==> config.mk <==
export PLATFORM = sky130hd
export DESIGN_NAME = seq_detect_ctrl
export DESIGN_NICKNAME = d
export VERILOG_FILES = /design/src/rtl/seq_detect_ctrl.sv
export SDC_FILE = /design/constraint.sdc
export NUM_CORES = 1
export LEC_CHECK = 0
export CORE_MARGIN = 1
export CORE_UTILIZATION = 50
export CTS_CLUSTER_SIZE = 12
export DETAILED_ROUTE_END_ITERATION = 16
export GPL_TIMING_DRIVEN = 0
export HOLD_SLACK_MARGIN = 0.08
export PLACE_DENSITY = 0.82
export RECOVER_POWER = 50
export SYNTH_ARGS = -nofsm -noshare
export SYNTH_HDL_FRONTEND = slang
export SYNTH_SLANG_ARGS = --single-unit
export TNS_END_PERCENT = 20
==> constraint.sdc <==
create_clock -name clk -period 2.55 [get_ports clk]
set_input_delay 0.51 -clock clk [delete_from_list [all_inputs] [get_ports clk]]
set_output_delay 0.51 -clock clk [all_outputs]
set_load 0.02 [all_outputs]
==> src/rtl/seq_detect_ctrl.sv <==
// Programmable Mealy sequence detector: runtime pattern/length/overlap config,
// start/stop armed detection window, same-cycle match pulse, saturating count.
//   state  | meaning
//   S_IDLE | disarmed; accepts configuration, waits for start with a valid config
//   S_RUN  | armed; evaluates each qualified serial bit against the pattern
module seq_detect_ctrl #(
  parameter  int MAX_LEN = 8,
  parameter  int CNT_W   = 8,
  localparam int LEN_W   = $clog2(MAX_LEN) + 1
) (
  input  logic               clk,
  input  logic               rst,
  input  logic               cfg_valid,
  output logic               cfg_ready,
  input  logic [MAX_LEN-1:0] cfg_pattern,
  input  logic [LEN_W-1:0]   cfg_len,
  input  logic               cfg_overlap,
  output logic               cfg_err,
  input  logic               start,
  input  logic               stop,
  input  logic               in_valid,
  input  logic               in,
  output logic               out,
  output logic               busy,
  output logic [CNT_W-1:0]   match_cnt,
  output logic               cnt_sat
);

  typedef enum logic {S_IDLE, S_RUN} state_e;

  state_e             state_q, state_d;
  logic [MAX_LEN-1:0] pat_q, pat_d;
  logic [LEN_W-1:0]   len_q, len_d;
  logic               ovl_q, ovl_d;
  logic               ok_q, ok_d;
  logic               err_q, err_d;
  logic [MAX_LEN-2:0] hist_q, hist_d;
  logic [LEN_W-1:0]   seen_q, seen_d;
  logic [CNT_W-1:0]   cnt_q, cnt_d;
  logic               sat_q, sat_d;

  logic [MAX_LEN-1:0] cand;
  logic [MAX_LEN-1:0] mask;
  logic               len_legal;
  logic               cfg_xfer;
  logic               match;

  assign cand      = {hist_q, in};
  assign len_legal = (cfg_len != '0) && (cfg_len <= LEN_W'(MAX_LEN));
  assign cfg_xfer  = cfg_valid && (state_q == S_IDLE);

  // Only the low cfg_len bits of the candidate window take part in the compare
  always_comb begin
    mask = '0;
    for (int i = 0; i < MAX_LEN; i++) begin
      mask[i] = (LEN_W'(i) < len_q);
    end
  end

  assign match = (state_q == S_RUN) && in_valid &&
                 (seen_q >= (len_q - LEN_W'(1))) &&
                 (((cand ^ pat_q) & mask) == '0);

  always_comb begin
    state_d = state_q;
    pat_d   = pat_q;
    len_d   = len_q;
    ovl_d   = ovl_q;
    ok_d    = ok_q;
    err_d   = 1'b0;
    hist_d  = hist_q;
    seen_d  = seen_q;
    cnt_d   = cnt_q;
    sat_d   = sat_q;
    case (state_q)
      S_IDLE: begin
        if (cfg_xfer) begin
          if (len_legal) begin
            pat_d = cfg_pattern;
            len_d = cfg_len;
            ovl_d = cfg_overlap;
            ok_d  = 1'b1;
          end else begin
            err_d = 1'b1;
          end
        end else if (start && ok_q) begin
          state_d = S_RUN;
          hist_d  = '0;
          seen_d  = '0;
          cnt_d   = '0;
          sat_d   = 1'b0;
        end
      end
      S_RUN: begin
        if (in_valid) begin
          if (match && !ovl_q) begin
            hist_d = '0;
            seen_d = '0;
          end else begin
            hist_d = cand[MAX_LEN-2:0];
            if (seen_q != LEN_W'(MAX_LEN)) seen_d = seen_q + LEN_W'(1);
          end
          if (match && !(&cnt_q)) cnt_d = cnt_q + CNT_W'(1);
          sat_d = sat_q | (&cnt_d);
        end
        if (stop) state_d = S_IDLE;
      end
      default: state_d = S_IDLE;
    endcase
  end

  always_ff @(posedge clk or negedge rst) begin
    if (!rst) begin
      state_q <= S_IDLE;
      pat_q   <= '0;
      len_q   <= '0;
      ovl_q   <= 1'b0;
      ok_q    <= 1'b0;
      err_q   <= 1'b0;
      hist_q  <= '0;
      seen_q  <= '0;
      cnt_q   <= '0;
      sat_q   <= 1'b0;
    end else begin
      state_q <= state_d;
      pat_q   <= pat_d;
      len_q   <= len_d;
      ovl_q   <= ovl_d;
      ok_q    <= ok_d;
      err_q   <= err_d;
      hist_q  <= hist_d;
      seen_q  <= seen_d;
      cnt_q   <= cnt_d;
      sat_q   <= sat_d;
    end
  end

  assign cfg_ready = (state_q == S_IDLE);
  assign busy      = (state_q == S_RUN);
  assign out       = match;
  assign cfg_err   = err_q;
  assign match_cnt = cnt_q;
  assign cnt_sat   = sat_q;

endmodule

==> results.sh, run 1 <==
export IMPL_status="finished, violations left"
export IMPL_failed_checks="max-capacitance violations, max-slew violations, negative setup slack"
export IMPL_wl_per_cell_um=16.0
export IMPL_reg2reg_depth=12
export IMPL_clockRootBuffer="clkbuf_8"
export IMPL_topRoutingLayerUsed="met4"
export IMPL_dieWidth_um=65.4
export IMPL_final_nets=268
export IMPL_antenna_found_initial=0
export IMPL_worst_path_most_repeated_cell="buf_6"
export IMPL_hold_end="ok_q$_DFFE_PN0P_"
export IMPL_rr_startpoint="len_q[0]$_DFFE_PN0P_"
export IMPL_holdBufCountCts=0
export IMPL_io_pins=33
export IMPL_total_leakage_power_uw=0.00108
export IMPL_hp_start="ok_q$_DFFE_PN0P_"
export IMPL_clock_sinks=36
export IMPL_ys_types=45
export IMPL_whs_path_depth=1
export IMPL_synthFlopType="dfrtp_1"
export IMPL_final_setup_worst_slack_ns=-0.151
export IMPL_drc_errors=0
export IMPL_synth_area_leaders="dfrtp_1, ha_1, mux2_2"
export IMPL_avgSynthCellArea_um2=10.3
export IMPL_n_antenna_cell=0
export IMPL_cp_data_arrival_time_ns=2.19
export IMPL_crit_required_ns=2.04
export IMPL_crit_type="reg2out"
export IMPL_reg2reg_slack_ns=0.08
export IMPL_route_met3_wl_um=307
export IMPL_cts_tree="done"
export IMPL_start_kind="register"
export IMPL_h_tree_depth=2
export IMPL_grt_overflow_total=0
export IMPL_ys_ff_latch=36
export IMPL_p_per_area_nw_per_um2=685
export IMPL_p_sw_frac=0.345
export IMPL_switchingPower_uw=612
export IMPL_path_max_fanout=2
export IMPL_drt_pass1_iterations=4
export IMPL_pre_cts_ws_ns=-0.724
export IMPL_numCtsBuffers=5
export IMPL_vias=1696
export IMPL_die_y_um=65.4
export IMPL_min_period_ns=2.70
export IMPL_ys_seq_area_frac=0.448
export IMPL_ys_warn_count=0
export IMPL_cp_cell_sequence="buf_6, nor3_4, xnor2_1, ha_1, o21a_1, o221ai_2, nor4_4, buf_6, buf_6"
export IMPL_grt_pass1_vias=1659
export IMPL_syn_inst=195
export IMPL_wl_met2_um=2090
export IMPL_tightestPinTransition_ns=1.90
export IMPL_rows=22
export IMPL_wirelength_um=4580
export IMPL_maxCapViolations=1
export IMPL_worstReg2RegEnd="hist_q[6]$_DFFE_PN0P_"
export IMPL_path_clk_slew_ns=0.07
export IMPL_fin_area_um2=2590
export IMPL_synth_nets=225
export IMPL_synth_top_area_frac=0.448
export IMPL_dpl_hpwl_um=3210
export IMPL_synthArstFlopShare=1.00
export IMPL_drt_initial_drc_count=173
export IMPL_synth_most_common_cell="dfrtp_1"
export IMPL_wl_met1_um=2080
export IMPL_hold_path_class="reg2reg"
export IMPL_fin_skew_ns=0.00464
export IMPL_fp_coreArea_um2=3770
export IMPL_postRouteAntennaNets=0
export IMPL_p_seq_frac=0.439
export IMPL_critPathCaptureType="output pin"
export IMPL_dpl_cell_area_um2=2390
export IMPL_vdd_drop_max_mv=0.459
export IMPL_cts_buffer_depth=2
export IMPL_synth_top_cells_by_count="dfrtp_1, nand2_1, a21oi_1, ha_1"
export IMPL_syn_to_final_growth_pct=28.6
export IMPL_numPortBuffers=32
export IMPL_max_stage_delay_ns=0.40
export IMPL_setup_tns_ns=-0.151
export IMPL_yosys_area_top_type="dfrtp_1"
export IMPL_rsz0062_at_grt="yes"
export IMPL_routabilityCongestion=0.868
export IMPL_max_slew_margin_rel=-0.267
export IMPL_initial_utilization=0.533
export IMPL_synth_edf_count=0
export IMPL_power_frac_comb=0.339
export IMPL_cp_buffers_inverters=3
export IMPL_grt_first_pass_wirelength_um=7810
export IMPL_clk_latency_ns=0.29
export IMPL_timing_fmax_mhz=370
export IMPL_intPower_uw=1160
export IMPL_grtUsageTotal=0.246
export IMPL_die_area_um2=4280
export IMPL_hold_viol=0
export IMPL_syn_cell_area_um2=2010
export IMPL_pwr_share_clk=0.223
export IMPL_power_uw=1770
export IMPL_drv_slew=37
export IMPL_setup_viol=1
export IMPL_crit_path_top_delay_cell="dfrtp_1"
export IMPL_vias_per_cell=5.93
export IMPL_fin_crit_sh=1.06
export IMPL_grt_max_degree=37
export IMPL_layout_drive_gt1_share=0.193
export IMPL_cp_top_family="simple AND/OR/NAND/NOR gates"
-- power by group through the flow --
stage	clock network [uW]	registers (uW)	logic, uW
6_report	394	777	600
2_1_floorplan	0	750	389
3_5_place_dp	0	770	533
4_1_cts	398	768	576
3_3_place_gp	0	763	517
5_1_grt	423	792	676
-- through the flow --
step                      hold slack (ns)   util  cells
after floorplan                     0.214      -    195
final                               0.505  0.686    286
after global routing                0.553  0.686    286
after global placement              0.480  0.634    275
after detailed placement            0.499  0.633    275
after CTS                           0.332  0.670    286
-- cell type report --
cell class              count  area (um2)
inverters                   7        26.3
multi-input cells         143        1100
well taps                  48        60.1
clock inverters             2        12.5
clock buffers               5        68.8
fillers                   278        1180
flip-flops and latches     36         902
repair buffers             38         377
plain buffers               7        40.0
-- timing repair --
item	CTS	global route
endpoints found under the setup margin	5	23
resized for setup	12	12
pin swaps	5	5
setup buffers	5	2
cloned	0	0
-- metal layers --
layer,GRT usage,vias to the layer above
li1,-,803
met1,0.339,805
met2,0.371,76
met3,0.0521,12
met4,0.109,0
met5,0,-
-- worst register-to-register path: stages, from the launching register on --
cell and delay (ns):
dfrtp_1 0.40, buf_6 0.13, nor3_4 0.17, xnor2_1 0.09, ha_1 0.28, o21a_1 0.13, o221ai_2 0.14, nor4_4 0.31
buf_4 0.19, a21oi_2 0.06, buf_4 0.16, buf_12 0.13, a22o_1 0.18
-- kinds of logic (layout without fill, tap and decap cells) --
family                     Yosys count  in the layout  synth area share
and+or+nand+nor                     58             58             0.156
AOI/OAI and AO/OA                   50             50             0.174
DFF                                 36             36             0.448
buffers and inverters               16             59            0.0348
muxes                               13             13            0.0728
xor gates and xnor gates            12             12            0.0523
adders and majority gates           10             10            0.0622
-- flip-flops by register name (all words and copies together) (netlist names) --
register / flops
busy: 1
cfg_err: 1
cnt_sat: 1
hist_q: 7
len_q: 4
match_cnt: 8
ok_q: 1
ovl_q: 1
pat_q: 8
seen_q: 4
-- how the worst max path moves through the flow --
stage | endpoint | slack [ns] | from | depth (start not counted)
global route | out | -0.29 | len_q[0]$_DFFE_PN0P_ | 9
global placement | out | -0.73 | in | 7
detailed placement | out | -0.72 | in | 7
floorplan | out | 0.20 | len_q[2]$_DFFE_PN0P_ | 8
CTS | out | -0.19 | len_q[0]$_DFFE_PN0P_ | 9
finish | out | -0.15 | len_q[0]$_DFFE_PN0P_ | 9
-- placed cells by master, fill, tap and decap left out, types with 4 or more instances in the layout --
| master | synthesis | layout |
|---|---|---|
| dfrtp_1 | 36 | 35 |
| clkdlybuf4s50_1 | 0 | 30 |
| nand2_1 | 15 | 14 |
| a31oi_1 | 9 | 9 |
| mux2_2 | 9 | 9 |
| ha_1 | 10 | 9 |
| xnor2_1 | 8 | 8 |
| nor2_1 | 8 | 8 |
| nand3_1 | 9 | 8 |
| inv_1 | 7 | 7 |
| a21oi_1 | 10 | 7 |
| o21ai_0 | 8 | 7 |
| a22o_1 | 7 | 7 |
| buf_4 | 0 | 5 |
| clkbuf_8 | 0 | 5 |
| xor2_1 | 4 | 4 |
| nor3_1 | 5 | 4 |
| clkbuf_1 | 5 | 4 |
| and3_1 | 4 | 4 |
| nand4_1 | 4 | 4 |
Power figures use the tool's default switching activity.
==> inputs of run 2 (changes only) <==
CELL_PAD_IN_SITES_DETAIL_PLACEMENT = 1   (was not set)
CELL_PAD_IN_SITES_GLOBAL_PLACEMENT = 1   (was not set)
CORE_UTILIZATION = 41   (was 50)
PLACE_DENSITY = 0.85   (was 0.82)
SKIP_CTS_REPAIR_TIMING = 1   (was not set)
==> run 2 against run 1 <==
Sequential power up 0.9%. Total power is 7.9% higher. Fmax is 2.1% lower. Wire length up 20%. Largest power group unchanged. Clock skew down 0.00088 ns. Cell count grew 8.7%. Critical path type unchanged. The flow still finishes with violations (max-capacitance violations, max-slew violations, negative setup slack). Cell area rose by 2.9%.
==> results.sh, run 2 (synthesis results as in run 1) <==
export IMPL_die_y_um=72.0
export IMPL_reg2reg_depth=13
export IMPL_wirelength_um=5500
export IMPL_setup_tns_ns=-0.273
export IMPL_io_pins=33
export IMPL_multi_input_area_um2=1110
export IMPL_grt_pass1_vias=1760
export IMPL_initial_utilization=0.426
export IMPL_final_nets=273
export IMPL_drc_errors=0
export IMPL_cp_data_arrival_time_ns=2.25
export IMPL_layout_drive_gt1_share=0.217
export IMPL_start_kind="register"
export IMPL_timing_fmax_mhz=362
export IMPL_die_area_um2=5190
export IMPL_clock_sinks=36
export IMPL_hold_viol=0
export IMPL_drt_initial_drc_count=128
export IMPL_cp_cell_sequence="inv_2, ha_4, xnor2_2, ha_2, o21a_1, o221ai_2, nor4_4, buf_6, buf_6"
export IMPL_failed_checks="max-capacitance violations, max-slew violations, negative setup slack"
export IMPL_dieWidth_um=72.0
export IMPL_worst_path_most_repeated_cell="buf_6"
export IMPL_whs_path_depth=1
export IMPL_power_uw=1910
export IMPL_grtUsageTotal=0.217
export IMPL_max_slew_margin_rel=-0.312
export IMPL_fp_coreArea_um2=4720
export IMPL_clk_latency_ns=0.29
export IMPL_vias_per_cell=5.59
export IMPL_clockRootBuffer="clkbuf_8"
export IMPL_rows=25
export IMPL_seqCellArea_um2=902
export IMPL_numCtsBuffers=5
export IMPL_dpl_hpwl_um=3580
export IMPL_fin_crit_sh=1.08
export IMPL_crit_required_ns=2.04
export IMPL_setup_viol=5
export IMPL_path_max_fanout=6
export IMPL_max_stage_delay_ns=0.41
export IMPL_grt_overflow_total=0
export IMPL_numPortBuffers=32
export IMPL_cts_tree="done"
export IMPL_min_period_ns=2.76
export IMPL_final_setup_worst_slack_ns=-0.210
export IMPL_routabilityCongestion=0.797
export IMPL_hold_path_class="reg2reg"
export IMPL_maxCapViolations=1
export IMPL_critPathCaptureType="output pin"
export IMPL_vdd_drop_max_mv=0.408
export IMPL_grt_max_degree=37
export IMPL_p_per_area_nw_per_um2=718
export IMPL_postRouteAntennaNets=0
export IMPL_cts_buffer_depth=2
export IMPL_final_cell_mix="dfrtp_1, clkdlybuf4s50_1, nand2_1, buf_4"
export IMPL_n_antenna_cell=0
export IMPL_fin_skew_ns=0.00375
export IMPL_dpl_cell_area_um2=2410
export IMPL_grt_first_pass_wirelength_um=8650
export IMPL_vias=1737
export IMPL_wl_per_cell_um=17.7
export IMPL_rsz0062_at_grt="yes"
export IMPL_status="finished, violations left"
export IMPL_drv_slew=37
export IMPL_total_leakage_power_uw=0.00112
export IMPL_fillers=517
export IMPL_syn_to_final_growth_pct=32.4
export IMPL_h_tree_depth=2
export IMPL_crit_type="reg2out"
export IMPL_path_clk_slew_ns=0.07
export IMPL_fin_area_um2=2660
export IMPL_drt_pass1_iterations=4
export IMPL_place_inst=294
export IMPL_antenna_found_initial=0
export IMPL_final_cell_count_no_fill=311
export IMPL_worst_hold_slack_ns=0.519
export IMPL_mostFrequentLayoutCell="dfrtp_1"
export IMPL_crit_path_top_delay_cell="dfrtp_1"
export IMPL_tightestPinTransition_ns=1.97
-- run 2: cell types whose count changed in the layout (fill, tap and decap cells not counted), moves of 2 or more --
cell             previous run  this run
a21oi_1                     7         9
a21oi_2                     3         0
buf_4                       5        11
clkdlybuf4s50_1            30        28
dlygate4sd3_1               0         2
inv_1                       7         5
inv_2                       0         2
-- run 2: metal layers --
| layer | share of wire | global-route usage | up-vias | wire, um |
|---|---|---|---|---|
| met5 | 0 | 0 | - | 0 |
| met4 | 0.011 | 0.0871 | 0 | 61 |
| met3 | 0.032 | 0.0444 | 5 | 176 |
| met2 | 0.50 | 0.348 | 36 | 2730 |
| met1 | 0.46 | 0.290 | 883 | 2540 |
| li1 | - | - | 813 | - |
-- run 2: per-stage QoR --
stage | worst slack (ns) | utilization
6_report | -0.210 | 0.563
2_1_floorplan | 0.200 | -
3_3_place_gp | -0.749 | 0.511
3_5_place_dp | -0.730 | 0.510
4_1_cts | -0.948 | 0.533
5_1_grt | -0.314 | 0.563
-- run 2: layout make-up --
cell class	instances	area share
Tap cell	67	0.0315
Inverter	7	0.00987
Clock inverter	2	0.0132
Clock buffer	6	0.0273
Multi-Input combinational cell	143	0.416
Sequential cell	36	0.339
Timing Repair Buffer	43	0.149
Buffer	7	0.0150
-- run 2: final timing paths --
check	from	endpoint	slack [ns]
worst min register to register	ok_q$_DFFE_PN0P_	ok_q$_DFFE_PN0P_	0.52
max in group asynchronous	rst	len_q[2]$_DFFE_PN0P_	0.52
min in group asynchronous	rst	len_q[0]$_DFFE_PN0P_	0.77
worst min-delay path	ok_q$_DFFE_PN0P_	ok_q$_DFFE_PN0P_	0.52
worst max-delay path	len_q[1]$_DFFE_PN0P_	out	-0.21
worst max register to register	len_q[1]$_DFFE_PN0P_	match_cnt[3]$_DFFE_PN0P_	0
-- run 2: critical path: cells and delay by family (launching register included) --
family / cells / cell delay (ns)
buffers and inverters: 3 / 0.36
AO/OA/AOI/OAI: 2 / 0.24
flip-flops: 1 / 0.41
adder cells (fa/ha/maj): 2 / 0.49
XOR/XNOR: 1 / 0.13
AND/OR/NAND/NOR: 1 / 0.33
-- run 2: power by group --
part           leakage [uW]  switching [uW]  internal, uW  total, uW
clock network     0.0000552             202           290        492
registers          0.000463             117           667        784
logic              0.000606             312           321        633
total               0.00112             632          1280       1910
